**src/rtl/bp_update_scheduler_if.sv**
```systemverilog
// Bundle between execute lanes, the update scheduler and the fetch-stage predictor update port.
// Latency: none (wires only).
// Backpressure: stall_o tells execute to hold its resolutions; pc_we_i paces the drain side.
//
// Signals:
//   pc_we_i                        predictor write enable (fetch PC write enable)
//   res_valid_i/taken/mispred/wasnt_br_i [1:0]  per-lane resolution flags, lane 0 older
//   res_pc_0/1_i, res_tgt_0/1_i    per-lane branch PC and resolved target
//   update_pc/tgt_o, last_br_o, update_pht/btb_o, wasnt_branch_o, wasnt_br_pc_o  head entry drive
//   clear_o                        predictor clear sweep active
//   stall_o                        execute must hold resolutions
interface bp_update_scheduler_if;
  logic        pc_we_i;
  logic [1:0]  res_valid_i;
  logic [31:0] res_pc_0_i;
  logic [31:0] res_pc_1_i;
  logic [31:0] res_tgt_0_i;
  logic [31:0] res_tgt_1_i;
  logic [1:0]  res_taken_i;
  logic [1:0]  res_mispred_i;
  logic [1:0]  res_wasnt_br_i;

  logic [31:0] update_pc_o;
  logic [31:0] update_tgt_o;
  logic        last_br_o;
  logic        update_pht_o;
  logic        update_btb_o;
  logic        wasnt_branch_o;
  logic [31:0] wasnt_br_pc_o;
  logic        clear_o;
  logic        stall_o;

  // Driven by execute + fetch side (testbench / surrounding pipeline).
  modport master (
    output pc_we_i, res_valid_i, res_pc_0_i, res_pc_1_i, res_tgt_0_i, res_tgt_1_i,
           res_taken_i, res_mispred_i, res_wasnt_br_i,
    input  update_pc_o, update_tgt_o, last_br_o, update_pht_o, update_btb_o,
           wasnt_branch_o, wasnt_br_pc_o, clear_o, stall_o
  );

  // Scheduler side.
  modport slave (
    input  pc_we_i, res_valid_i, res_pc_0_i, res_pc_1_i, res_tgt_0_i, res_tgt_1_i,
           res_taken_i, res_mispred_i, res_wasnt_br_i,
    output update_pc_o, update_tgt_o, last_br_o, update_pht_o, update_btb_o,
           wasnt_branch_o, wasnt_br_pc_o, clear_o, stall_o
  );
endinterface

```
**src/rtl/bp_update_scheduler.sv**
```systemverilog
// Serialises two-lane branch resolutions into the single predictor update port via an in-order FIFO.
// Latency: 1 cycle enqueue-to-head; head pops on each cycle with pc_we_i high.
// Backpressure: stall_o high during the clear sweep or when fewer than two free slots remain.
//
// Optional feature macro: BP_CLEAR_SWEEP_EN builds the post-reset predictor clear sweep
// (CLEAR -> RUN, 2^ABITS cycles). Without it reset enters RUN and clear_o/clear_idx_o are 0.
//
// Ports:
//   clock_i      clock
//   reset_n_i    asynchronous active-low reset
//   bus          bp_update_scheduler_if.slave (resolution inputs, head outputs, clear_o, stall_o)
//   clear_idx_o  predictor index currently being cleared
module bp_update_scheduler #(
  parameter int DEPTH = 4,
  parameter int ABITS = 10
) (
  input  logic                 clock_i,
  input  logic                 reset_n_i,
  bp_update_scheduler_if.slave bus,
  output logic [ABITS-1:0]     clear_idx_o
);

  localparam int PW = $clog2(DEPTH);
  // Stall once fewer than two slots are free so a dual enqueue can never overflow.
  localparam logic [PW:0] STALL_THR = (PW+1)'(DEPTH - 2);

  typedef struct packed {
    logic [31:0] pc;
    logic [31:0] tgt;
    logic        taken;
    logic        wasnt_br;
  } entry_t;

  entry_t        mem [DEPTH];
  logic [PW-1:0] rd_ptr;
  logic [PW-1:0] wr_ptr;
  logic [PW:0]   count;

  logic          run;
  logic          stall;
  logic          hv;
  logic          en0;
  logic          en1;
  logic          deq;
  logic [PW:0]   enq_n;
  entry_t        lane0;
  entry_t        lane1;
  entry_t        head;

`ifdef BP_CLEAR_SWEEP_EN
  typedef enum logic {ST_CLEAR, ST_RUN} state_t;

  state_t           state;
  logic [ABITS-1:0] clear_idx;
  logic             clear_q;

  always_ff @(posedge clock_i or negedge reset_n_i) begin
    if (!reset_n_i) begin
      state     <= ST_CLEAR;
      clear_idx <= '0;
      clear_q   <= 1'b1;
    end else begin
      case (state)
        ST_CLEAR: begin
          // Index advances every cycle regardless of pc_we_i; last index wraps back to 0.
          clear_idx <= clear_idx + ABITS'(1);
          if (clear_idx == '1) begin
            state   <= ST_RUN;
            clear_q <= 1'b0;
          end
        end
        ST_RUN:  ;
        default: begin
          state   <= ST_RUN;
          clear_q <= 1'b0;
        end
      endcase
    end
  end

  assign run         = (state == ST_RUN);
  assign bus.clear_o = clear_q;
  assign clear_idx_o = clear_idx;
`else
  assign run         = 1'b1;
  assign bus.clear_o = 1'b0;
  assign clear_idx_o = '0;
`endif

  assign stall = !run || (count > STALL_THR);
  assign hv    = (count != '0);

  assign lane0 = '{pc: bus.res_pc_0_i, tgt: bus.res_tgt_0_i,
                   taken: bus.res_taken_i[0], wasnt_br: bus.res_wasnt_br_i[0]};
  assign lane1 = '{pc: bus.res_pc_1_i, tgt: bus.res_tgt_1_i,
                   taken: bus.res_taken_i[1], wasnt_br: bus.res_wasnt_br_i[1]};

  // A mispredicted lane 0 means lane 1 executed down the wrong path.
  assign en0   = !stall && bus.res_valid_i[0];
  assign en1   = !stall && bus.res_valid_i[1] && !(bus.res_valid_i[0] && bus.res_mispred_i[0]);
  assign enq_n = (PW+1)'(en0) + (PW+1)'(en1);
  assign deq   = run && hv && bus.pc_we_i;

  always_ff @(posedge clock_i or negedge reset_n_i) begin
    if (!reset_n_i) begin
      rd_ptr <= '0;
      wr_ptr <= '0;
      count  <= '0;
    end else begin
      wr_ptr <= wr_ptr + enq_n[PW-1:0];
      rd_ptr <= rd_ptr + PW'(deq);
      count  <= count + enq_n - (PW+1)'(deq);
    end
  end

  // Storage needs no reset: every head output is gated by hv.
  always_ff @(posedge clock_i) begin
    if (en0) mem[wr_ptr] <= lane0;
    if (en1) mem[wr_ptr + PW'(en0)] <= lane1;
  end

  assign head = mem[rd_ptr];

  assign bus.update_pc_o    = hv ? head.pc  : 32'h0;
  assign bus.update_tgt_o   = hv ? head.tgt : 32'h0;
  assign bus.wasnt_br_pc_o  = hv ? head.pc  : 32'h0;
  assign bus.update_pht_o   = hv && !head.wasnt_br;
  assign bus.update_btb_o   = hv && !head.wasnt_br && head.taken;
  assign bus.wasnt_branch_o = hv && head.wasnt_br;
  assign bus.last_br_o      = hv && head.taken;
  assign bus.stall_o        = stall;

endmodule

```
**src/flat_wrapper.sv**
```systemverilog
// flat-port wrapper written by rule: the top's interface ports become plain ports
module bp_update_scheduler_flat 
#(
  parameter int DEPTH = 4,
  parameter int ABITS = 10
)
  (clock_i, reset_n_i, clear_idx_o, bus_pc_we_i, bus_res_valid_i, bus_res_pc_0_i, bus_res_pc_1_i, bus_res_tgt_0_i, bus_res_tgt_1_i, bus_res_taken_i, bus_res_mispred_i, bus_res_wasnt_br_i, bus_update_pc_o, bus_update_tgt_o, bus_last_br_o, bus_update_pht_o, bus_update_btb_o, bus_wasnt_branch_o, bus_wasnt_br_pc_o, bus_clear_o, bus_stall_o);
  bp_update_scheduler_if bus_i ();
  input  logic clock_i;
  input  logic reset_n_i;
  output logic [ABITS-1:0] clear_idx_o;
  input wire logic [$bits(bus_i.pc_we_i)-1:0] bus_pc_we_i;
  input wire logic [$bits(bus_i.res_valid_i)-1:0] bus_res_valid_i;
  input wire logic [$bits(bus_i.res_pc_0_i)-1:0] bus_res_pc_0_i;
  input wire logic [$bits(bus_i.res_pc_1_i)-1:0] bus_res_pc_1_i;
  input wire logic [$bits(bus_i.res_tgt_0_i)-1:0] bus_res_tgt_0_i;
  input wire logic [$bits(bus_i.res_tgt_1_i)-1:0] bus_res_tgt_1_i;
  input wire logic [$bits(bus_i.res_taken_i)-1:0] bus_res_taken_i;
  input wire logic [$bits(bus_i.res_mispred_i)-1:0] bus_res_mispred_i;
  input wire logic [$bits(bus_i.res_wasnt_br_i)-1:0] bus_res_wasnt_br_i;
  output wire logic [$bits(bus_i.update_pc_o)-1:0] bus_update_pc_o;
  output wire logic [$bits(bus_i.update_tgt_o)-1:0] bus_update_tgt_o;
  output wire logic [$bits(bus_i.last_br_o)-1:0] bus_last_br_o;
  output wire logic [$bits(bus_i.update_pht_o)-1:0] bus_update_pht_o;
  output wire logic [$bits(bus_i.update_btb_o)-1:0] bus_update_btb_o;
  output wire logic [$bits(bus_i.wasnt_branch_o)-1:0] bus_wasnt_branch_o;
  output wire logic [$bits(bus_i.wasnt_br_pc_o)-1:0] bus_wasnt_br_pc_o;
  output wire logic [$bits(bus_i.clear_o)-1:0] bus_clear_o;
  output wire logic [$bits(bus_i.stall_o)-1:0] bus_stall_o;
  assign bus_i.pc_we_i = bus_pc_we_i;
  assign bus_i.res_valid_i = bus_res_valid_i;
  assign bus_i.res_pc_0_i = bus_res_pc_0_i;
  assign bus_i.res_pc_1_i = bus_res_pc_1_i;
  assign bus_i.res_tgt_0_i = bus_res_tgt_0_i;
  assign bus_i.res_tgt_1_i = bus_res_tgt_1_i;
  assign bus_i.res_taken_i = bus_res_taken_i;
  assign bus_i.res_mispred_i = bus_res_mispred_i;
  assign bus_i.res_wasnt_br_i = bus_res_wasnt_br_i;
  assign bus_update_pc_o = bus_i.update_pc_o;
  assign bus_update_tgt_o = bus_i.update_tgt_o;
  assign bus_last_br_o = bus_i.last_br_o;
  assign bus_update_pht_o = bus_i.update_pht_o;
  assign bus_update_btb_o = bus_i.update_btb_o;
  assign bus_wasnt_branch_o = bus_i.wasnt_branch_o;
  assign bus_wasnt_br_pc_o = bus_i.wasnt_br_pc_o;
  assign bus_clear_o = bus_i.clear_o;
  assign bus_stall_o = bus_i.stall_o;
  bp_update_scheduler #(.DEPTH(DEPTH), .ABITS(ABITS)) u_core (.clock_i(clock_i), .reset_n_i(reset_n_i), .bus(bus_i), .clear_idx_o(clear_idx_o));
endmodule
```
**config.mk**
```make
export PLATFORM = sky130hd
export DESIGN_NAME = bp_update_scheduler_flat
export DESIGN_NICKNAME = d
export VERILOG_FILES = /design/src/rtl/bp_update_scheduler_if.sv /design/src/rtl/bp_update_scheduler.sv /design/src/flat_wrapper.sv
export SDC_FILE = /design/constraint.sdc
export NUM_CORES = 1
export LEC_CHECK = 0
export ABC_AREA = 1
export BUFFER_PORTS_ARGS = -buffer_cell sky130_fd_sc_hd__buf_2
export CORE_MARGIN = 10
export CORE_UTILIZATION = 62
export CTS_BUF_LIST = sky130_fd_sc_hd__clkbuf_16
export DETAILED_ROUTE_END_ITERATION = 7
export PLACE_DENSITY_LB_ADDON = 0.15
export SYNTH_ARGS = -nofsm -noshare
export SYNTH_HDL_FRONTEND = slang
export SYNTH_SLANG_ARGS = --single-unit
export TNS_END_PERCENT = 100
```
**constraint.sdc**
```tcl
create_clock -name clock_i -period 6.1 [get_ports clock_i]
set_input_delay 0 -clock clock_i [delete_from_list [all_inputs] [get_ports clock_i]]
set_output_delay 0 -clock clock_i [all_outputs]
set_load 0.05 [all_outputs]
```
### After elaboration in Yosys (flattened, before gate mapping)

Memory sizes are Yosys's and may differ from the RTL's.
Index checks and enable logic that the tools add are counted.

| word-level totals | value |
|---|---|
| output and inout bits | 112 |
| bits in registers | 7 |
| input port bits | 139 |
| bits in writable memories | 264 |
| memories | 1 |
| latch bits | 0 |
| memory bits (read-only) | 0 |

| operators by class | value |
|---|---|
| eq/ne operators | 0 |
| reductions and logical operators | 13 |
| bitwise operators | 0 |
| multipliers | 0 |
| $lt $le $gt $ge | 1 |
| muxes and demuxes | 6 |
| shifts and indexed selects | 0 |
| add/sub/neg operators | 6 |
| divide/modulo/power cells | 0 |

Memories:

| name | words | bits a word | read ports | clocked after Yosys merged registers in | write ports | RTL line | RTL |
|---|---|---|---|---|---|---|---|
| u_core.mem | 4 | 66 | 1 | 0 | 2 | bp_update_scheduler.sv:34 | `entry_t mem [DEPTH];` |

Operator list:

| kind | number |
|---|---|
| 32-bit 2-to-1 mux | 2 |
| 1-bit logical AND | 9 |
| 2-bit by 1-bit adder with 2-bit output | 2 |
| 1-bit 2-to-1 mux | 4 |
| 3-bit adder | 1 |
| 3-bit by 2-bit greater-than comparator with 1-bit output, second input constant | 1 |
| 1-bit zero test | 3 |
| 3-bit nonzero test | 1 |
| 3-bit by 1-bit subtractor with 3-bit output | 1 |
| 1-bit by 1-bit adder with 2-bit output | 1 |
| 2-bit adder | 1 |

### Depth between registers and ports, before layout

Gate-level depths: netlist (run 1).

| logic depth | value |
|---|---|
| depth after elaboration | 7 |
| mapped depth | 13 |

### Worst setup path after synthesis (run 1)

No wires, ideal clock.

| timing path | value |
|---|---|
| kind | reg2reg |
| start point | register u_core.count[2] |
| end point | memory u_core.mem[3][0] (netlist bit) (enable) |
| slack | 2.342 ns |
| setup time | 0.702 ns |
| stages on the path, launching flop included | 10 |
| arrival | 3.055 ns |
| period minus slack after synthesis | 3.758 ns |
| cell sequence | dfrtp_1 inv_2 nand2_2 nor2_1 ha_1 inv_1 nor2_2 nand2_1 clkbuf_1 nand2_1 |

RTL lines:

| item | RTL line | RTL |
|---|---|---|
| start: declaration | bp_update_scheduler.sv:37 | `logic [PW:0] count;` |
| start signal: assignment | bp_update_scheduler.sv:112 | `count <= count + enq_n - (PW+1)'(deq);` |
| end: declaration | bp_update_scheduler.sv:34 |  |

### Worst setup path after layout (run 1)

| timing path | value |
|---|---|
| start point | register u_core.rd_ptr[0] |
| end point | output port bus_update_pc_o[16] |

| on the way | value |
|---|---|
| cells in the longest elaborated chain, start to end | 2 |

RTL lines:

| item | RTL line | RTL |
|---|---|---|
| start: declaration | bp_update_scheduler.sv:35 | `logic [PW-1:0] rd_ptr;` |
| start signal: assignment | bp_update_scheduler.sv:111 | `rd_ptr <= rd_ptr + PW'(deq);` |
| memory read 4 x 66 bit | n/a |  |
| 32-bit 2-to-1 mux | bp_update_scheduler.sv:124 | `assign bus.update_pc_o = hv ? head.pc : 32'h0;` |
| end: declaration | flat_wrapper.sv:21 | `output wire logic [$bits(bus_i.update_pc_o)-1:0] bus_update_pc_o;` |

Every way passes these cells.

==> key figures, run 1 <==
Floorplanning
  • Full die area: 30800 sq um
  • Height of the die: 175 um
  • Die Width: 175 um
  • Placement Rows: 56
  • Ports: 251
  • Area of the core: 23600 sq um
  • Starting Density: 0.634

Run
  • Max Cap Viol: 0

Placed design
  • Final RePlAce weighted congestion: 0.768
  • IO buf count: 238
  • Post-DP HPWL: 22500 um
  • DP Area: 15800 sq um
  • Post-placement setup slack: 3.10 ns

Global route
  • First-pass GRT wire length: 72900 um
  • Total GRT Usage: 0.293
  • Gr ovfl total: 0
  • Vias in the first global route: 14100
  • Pin count of the biggest net entering global routing: 109
  • Antenna violations before repair: 5

Yosys
  • Post-synth EDFFs: 264
  • Combinational family with the most area after synthesis: simple AND/OR/NAND/NOR gates
  • Synth Flop Type: edfxtp_1
  • XOR/XNOR share of the synthesized area: 0.00292
  • Syn Inst Count: 1833
  • Distinct cells, synth: 22
  • Async S/R FF share, synth: 0.0258
  • Post-Syn Area per Cell: 8.17 sq um
  • Mux share of post-synthesis cell area: 0
  • Mapped cell area: 15000 sq um
  • Adder-cell share of the synthesized area: 0.00718
  • Sequential-to-total area share from yosys stat: 0.541
  • Compound-Gate Fraction of Synth Area: 0.0431
  • Area fraction in and, or, nand and nor cells after synthesis: 0.332
  • Synthesis Warnings: 0
  • Post-synthesis register bit count: 271

Worst setup path
  • CP startpoint kind: flop
  • Critical Path Most Common Cell: nand2_1
  • WP data arrival: 3.70 ns
  • Reg-to-Reg End: u_core.mem[0][45]
  • Cell breakdown of the critical path: inv_4 -> buf_4 -> nand2_1 -> nand2_1 -> nand2_1 -> a21oi_1 -> buf_2
  • CP startpoint: u_core.rd_ptr[0]
  • CP required: 6.10 ns
  • Setup CP Type: reg2out
  • Crit path capture: bus_update_pc_o[16]
  • Reg2reg path depth: 8
  • Reg-to-reg startpoint: u_core.count[0]
  • CP endpoint kind: output port
  • Crit-path max cell delay: 0.77 ns
  • Worst reg-to-reg setup slack: 2.62 ns
  • Slowest CP cell: dfrtp_4
  • Worst Path Max Fanout: 79

CTS
  • Cts bufs inserted: 28
  • Root Driver: clkbuf_16
  • Post-CTS Resized: 0
  • H-tree depth: 1
  • TritonCTS clock tree: yes
  • Clk sinks: 271
  • Clk slew on worst S/H paths: 0.06 ns
  • Clk buf depth: 3
  • Clock Latency Late Sink: 0.55 ns

Route
  • Routed WL: 47100 um
  • Drt wl/cell: 18.9 um
  • Iteration-0 DRC Markers: 1838
  • Vias per std cell: 5.76
  • Drt first pass iters: 6
  • Routed via count: 14400
  • DRT antenna net count: 0
  • DRC Markers: 0

Pwr
  • Pwr per Cell Area: 570 nW/um^2
  • Maximum VDD drop: 0.000539 V
  • Leakage: 0.00844 uW

Min path
  • Worst hold path class: in2reg
  • Hold_sp: bus_res_valid_i[0]

Timing
  • Setup-failing EPs final: 0
  • Least-Margin Pin Slew: 1.16 ns
  • Clock skew: 0.0107 ns
  • Fin. Hold Viols: 0
  • Crit path time final: 3.70 ns
  • RSZ-0062 raised after global routing: no
  • Max Slew Vio Count: 0
  • Period utilization: 0.606
  • Final worst slack: 2.40 ns
  • Highest Clock Rate: 271 MHz
  • Final TNS setup: 0 ns
  • Rel. slew slack: 0.227

Cells and area
  • Total Nets Final: 2297
  • Post-route cell area: 18600 sq um
  • Share of cells above drive strength 1: 0.144
  • Area growth, synth to finish: 24.3%

Status
  • Status: complete, no violations
-- state kept, by name, summed over array words and instances, names as in the netlist --
name and flops:
u_core.count 3, u_core.mem 264, u_core.rd_ptr 2, u_core.wr_ptr 2
-- how the worst min path moves through the flow --
stage | endpoint | slack (ns) | cells after the start
floorplan | u_core.count[0] | -0.30 | 0
global placement | u_core.rd_ptr[0] | -0.16 | 1
detailed placement | u_core.count[0] | -0.15 | 1
CTS | u_core.wr_ptr[0] | 0.23 | 5
global route | u_core.wr_ptr[0] | 0.28 | 5
finish | u_core.wr_ptr[0] | 0.24 | 5
-- power breakdown --
part | total (uW) | switching (uW) | leakage (uW) | internal [uW]
registers | 2830 | 183 | 0.00249 | 2650
logic | 6180 | 4890 | 0.00551 | 1300
clock network | 1600 | 709 | 0.000439 | 891
total | 10600 | 5780 | 0.00844 | 4840
-- cells in the mapped netlist, types with 2 or more instances --
cell,count,area [sq um]
nand2_1,805,3020
nand3_1,273,1370
edfxtp_1,264,7930
nor2_1,134,503
o21ai_0,65,325
a21oi_1,64,320
buf_4,62,465
buf_2,61,305
clkbuf_1,39,146
inv_1,16,60.1
buf_1,9,33.8
buf_6,7,78.8
dfrtp_1,7,175
ha_1,7,87.6
nand2_2,5,31.3
nor2_4,4,45.0
inv_2,3,11.3
xor2_1,3,26.3
xnor2_1,2,17.5
-- logic make-up after synthesis --
logic type / Yosys count
DFF: 271
adders and majority gates: 8
AOI/OAI and AO/OA: 129
buffers and inverters: 197
other: 1
xor gates and xnor gates: 5
and+or+nand+nor: 1222
-- layer usage --
| layer | global-route usage | share of wire |
|---|---|---|
| met5 | 0 | 0 |
| met4 | 0.122 | 0.029 |
| met3 | 0.0618 | 0.12 |
| met2 | 0.513 | 0.50 |
| met1 | 0.342 | 0.35 |
-- critical path: cells and delay by family, from the launching register on --
| family | cells | cell delay (ns) |
|---|---|---|
| AND/OR/NAND/NOR | 3 | 0.33 |
| buffers and inverters | 3 | 1.65 |
| AO/OA/AOI/OAI | 1 | 0.25 |
| flip-flops | 1 | 0.77 |
-- layout by cell type (no fill, tap or decap), drive strengths merged --
master and count:
o21ai 65, a21oi 64, inv 27, xor2 3, nand3 273, clkinv 9
xnor2 2, dlygate4sd3 201, ha 7, clkbuf 29, edfxtp 264, nor2 139
diode 5, conb 11, dfrtp 7, buf 254, fa 1, nand2 810
bufinv 1
-- per-stage QoR --
stage	instances	hold slack, ns	total power [uW]	utilization
floorplan	1843	-0.296	7560	-
global placement	2238	-0.159	8650	0.667
detailed placement	2238	-0.151	8750	0.667
CTS	2486	0.225	10500	0.788
global route	2490	0.278	11100	0.788
finish	2491	0.243	10600	0.788
-- timing repair --
item	4_1_cts	5_1_grt
setup buffers	0	0
endpoints found under the hold margin	272	0
hold buffers	201	0
-- final cells by class --
type	count	area, sq um
sequential	271	8110
multi-input combinational	1375	5850
fill	1581	5000
timing repair buffer	455	3340
clock buffer	29	726
tap	319	399
clock inverter	18	105
inverter	19	76.3
antenna	5	12.5
(Power assumes the default switching activity.)
==> inputs of run 2 (changes only) <==
--- a/config.mk
+++ b/config.mk
@@ -5,10 +5,10 @@
 export SDC_FILE = /design/constraint.sdc
 export NUM_CORES = 1
 export LEC_CHECK = 0
-export ABC_AREA = 1
+export ABC_AREA = 0
 export BUFFER_PORTS_ARGS = -buffer_cell sky130_fd_sc_hd__buf_2
 export CORE_MARGIN = 10
-export CORE_UTILIZATION = 62
+export CORE_UTILIZATION = 57
 export CTS_BUF_LIST = sky130_fd_sc_hd__clkbuf_16
 export DETAILED_ROUTE_END_ITERATION = 7
 export PLACE_DENSITY_LB_ADDON = 0.15
==> constraint.sdc (replaced) <==
create_clock -name clock_i -period 3.8 [get_ports clock_i]
set_input_delay 0 -clock clock_i [delete_from_list [all_inputs] [get_ports clock_i]]
set_output_delay 0 -clock clock_i [all_outputs]
set_load 0.05 [all_outputs]
==> run 2 against run 1 <==
Effect of this change: non-clock buffer count grew 6; global-route usage shrank 7.4 points; combinational power grew 24%; power grew 38%; first-iteration DRC count shrank 74%; sequential share of layout area grew 1.2 points; sequential power grew 60%; worst hold slack lost 0.15 ns; register-to-register slack lost 2.2 ns; setup slack lost 2.0 ns; sequential cell count is the same; cell area shrank 2.7%; critical path type is now reg2reg; largest cell class unchanged; largest power group unchanged.
==> key figures, run 2 <==
Pwr
  • Leakage: 0.00671 uW (was 0.00844 uW)
  • Maximum VDD drop: 0.000893 V (was 0.000539 V)
  • Pwr per Cell Area: 812 nW/um^2 (was 570 nW/um^2)

Yosys
  • Mapped cell area: 14000 sq um (was 15000 sq um)
  • Post-synth top area cell: edfxtp_1 (unchanged)
  • Distinct cells, synth: 31 (was 22)
  • Most frequent cell after synthesis: edfxtp_1 (was nand2_1)
  • Synth Flop Type: edfxtp_1 (unchanged)
  • Post-synthesis register bit count: 271 (unchanged)
  • Synthesis Warnings: 0 (unchanged)
  • Async S/R FF share, synth: 0.0258 (unchanged)
  • Sequential-to-total area share from yosys stat: 0.579 (was 0.541)
  • Post-synth EDFFs: 264 (unchanged)
  • Syn Inst Count: 813 (was 1833)
  • Post-Syn Area per Cell: 17.2 sq um (was 8.17 sq um)
  • Yosys top cell area share: 0.567 (was 0.529)
  • Most frequent cells after synthesis: edfxtp_1 (264), mux2_2 (184), mux2_1 (80) (was nand2_1 (805), nand3_1 (273), edfxtp_1 (264))
  • Top post-synthesis cells by area: edfxtp_1 (57%), mux2_2 (15%), mux4_2 (11%) (was edfxtp_1 (53%), nand2_1 (20%), nand3_1 (9.1%))

Placed design
  • IO buf count: 238 (unchanged)
  • Post-DP HPWL: 19800 um (was 22500 um)
  • Final RePlAce weighted congestion: 0.749 (was 0.768)
  • DP Area: 15300 sq um (was 15800 sq um)

CTS
  • TritonCTS clock tree: yes (unchanged)
  • CTS Hold Bufs: 201 (unchanged)
  • Post-CTS Resized: 0 (unchanged)
  • Clk sinks: 271 (unchanged)
  • Cts bufs inserted: 29 (was 28)
  • Postcts setup bufs: 0 (unchanged)
  • Root Driver: clkbuf_16 (unchanged)
  • Clk slew on worst S/H paths: 0.06 ns (about the same)
  • H-tree depth: 1 (unchanged)
  • Clock Latency Late Sink: 0.54 ns (was 0.55 ns)
  • Clk buf depth: 3 (unchanged)

Timing
  • Clock skew: 0.0111 ns (was 0.0107 ns)
  • Crit path time final: 3.35 ns
  • RSZ-0062 raised after global routing: no (unchanged)
  • Period utilization: 0.882
  • Setup-failing EPs final: 0 (unchanged)
  • Rel. slew slack: 0.395 (was 0.227)
  • Fin. Hold Viols: 0 (unchanged)
  • Max Slew Vio Count: 0 (unchanged)
  • Final TNS setup: 0 ns (unchanged)
  • Highest Clock Rate: 298 MHz
  • Least-Margin Pin Slew: 0.907 ns (was 1.16 ns)

Global route
  • Vias in the first global route: 9823 (was 14100)
  • Total GRT Usage: 0.219 (was 0.293)
  • Pin count of the biggest net entering global routing: 68 (was 109)
  • First-pass GRT wire length: 54200 um (was 72900 um)
  • Antenna violations before repair: 1 (was 5)
  • Gr ovfl total: 0 (unchanged)

Floorplanning
  • Ports: 251 (unchanged)
  • Height of the die: 177 um (was 175 um)
  • Starting Density: 0.577 (was 0.634)
  • Full die area: 31200 sq um (was 30800 sq um)
  • Area of the core: 24200 sq um (was 23600 sq um)
  • Placement Rows: 57 (was 56)
  • Die Width: 177 um (was 175 um)

Cells and area
  • Largest Register: u_core.mem (unchanged)
  • Post-route cell area: 18100 sq um (was 18600 sq um)
  • Ant. Diodes: 0 (was 5)
  • Share of cells above drive strength 1: 0.450 (was 0.144)
  • Max FFs per register: 264 (unchanged)
  • Most common cell after layout, fill and taps aside: edfxtp_1 (was nand2_1)
  • Area growth, synth to finish: 29.5% (was 24.3%)
  • Top Registers: u_core.mem: 264 flops, u_core.count: 3 flops (unchanged)
  • Commonest cells after routing, fill and taps aside: edfxtp_1 (264), buf_2 (238), dlygate4sd3_1 (201), mux2_2 (184), mux2_1 (80) (was nand2_1 (799), nand3_1 (273), edfxtp_1 (264), buf_2 (238), dlygate4sd3_1 (201))
  • Total Nets Final: 1369 (was 2297)

Route
  • DRT antenna net count: 0 (unchanged)
  • Drt first pass iters: 5 (was 6)
  • Iteration-0 DRC Markers: 483 (was 1838)
  • Drt wl/cell: 22.2 um (was 18.9 um)
  • DRC Markers: 0 (unchanged)
  • Routed WL: 34700 um (was 47100 um)
  • Vias per std cell: 5.57 (was 5.76)
  • Routed via count: 8729 (was 14400)

Worst setup path
  • Worst Path Max Fanout: 43 (was 79)
  • CP endpoint kind: flop (was output port)
  • CP startpoint kind: flop (unchanged)
  • CP required: 4.08 ns (was 6.10 ns)
  • WP data arrival: 3.63 ns (was 3.70 ns)
  • Setup CP Type: reg2reg (was reg2out)
  • Reg2reg path depth: 7 (was 8)

Run
  • Max Cap Viol: 0 (unchanged)

Status
  • Status: complete, no violations (unchanged)

Min path
  • Worst hold path class: in2reg (unchanged)
  • Hold path depth: 4 (was 5)
-- run 2: cell types whose count changed in the layout (fill, tap and decap cells not counted), moves of 5 or more --
| cell | previous run | this run |
|---|---|---|
| mux4_2 | 0 | 66 |
| inv_1 | 21 | 16 |
| diode_2 | 5 | 0 |
| mux2_1 | 0 | 80 |
| nor2b_1 | 0 | 70 |
| o21ai_0 | 65 | 0 |
| nand2_1 | 799 | 0 |
| nor2_4 | 5 | 0 |
| nand2_2 | 7 | 0 |
| mux2_2 | 0 | 184 |
| a21oi_1 | 64 | 0 |
| nand3_1 | 273 | 1 |
| nor2_1 | 134 | 3 |
-- run 2: cell type report --
cell class	instances	area, sq um
clock buffer	29	726
fill	1546	6130
timing repair buffer	461	3410
clock inverter	22	91.3
sequential	271	8110
inverter	8	30.0
tap	324	405
multi-input combinational	451	5350
-- run 2: logic make-up after synthesis --
family / Yosys count / synth area share
multiplexers: 330 / 0.319
XOR/XNOR: 7 / 0.00438
flip-flops: 271 / 0.579
AND/OR/NAND/NOR: 84 / 0.0381
other: 1 / 0.000268
adder cells (fa/ha/maj): 8 / 0.00769
buffers and inverters: 101 / 0.0458
AO/OA/AOI/OAI: 11 / 0.00546
-- run 2: layer usage --
layer | track usage | routed length, um
met1 | 0.268 | 14000
met2 | 0.391 | 17800
met3 | 0.0452 | 2340
met4 | 0.0494 | 627
met5 | 0 | 7
-- run 2: power breakdown --
part / switching [uW] / total (uW) / leakage (uW) / internal, uW
clock: 1110 / 2470 / 0.000442 / 1370
sequential: 413 / 4540 / 0.00248 / 4130
combinational: 5220 / 7690 / 0.00378 / 2470
total: 6730 / 14700 / 0.00671 / 7970
-- run 2: critical path, stage by stage (launching register included) --
cell	delay [ns]
dfrtp_1	0.42
a21oi_2	0.23
and2_1	0.18
ha_1	0.35
nor4_4	0.33
buf_4	0.60
mux2_1	0.39
dlygate4sd3_1	0.57
-- run 2: worst paths after layout --
kind,from,endpoint,slack (ns)
setup / recovery,u_core.count[1],u_core.mem[2][35],0.45
hold / removal,bus_res_valid_i[0],u_core.wr_ptr[0],0.09
setup reg to reg,u_core.count[1],u_core.mem[2][35],0.45
hold reg to reg,u_core.count[2],u_core.count[2],0.54
max in group asynchronous,reset_n_i,u_core.rd_ptr[1],3.03
min in group asynchronous,reset_n_i,u_core.count[1],0.47
-- run 2: per-stage QoR --
step	total power, uW	cells	worst slack (ns)	utilization	hold slack (ns)
2_1_floorplan	10600	823	0.111	-	-0.296
3_3_place_gp	12000	1314	1.00	0.630	-0.159
3_5_place_dp	12100	1314	1.01	0.630	-0.156
4_1_cts	14800	1566	0.447	0.747	0.0746
5_1_grt	15400	1566	0.239	0.747	0.130
6_report	14700	1566	0.450	0.747	0.0898
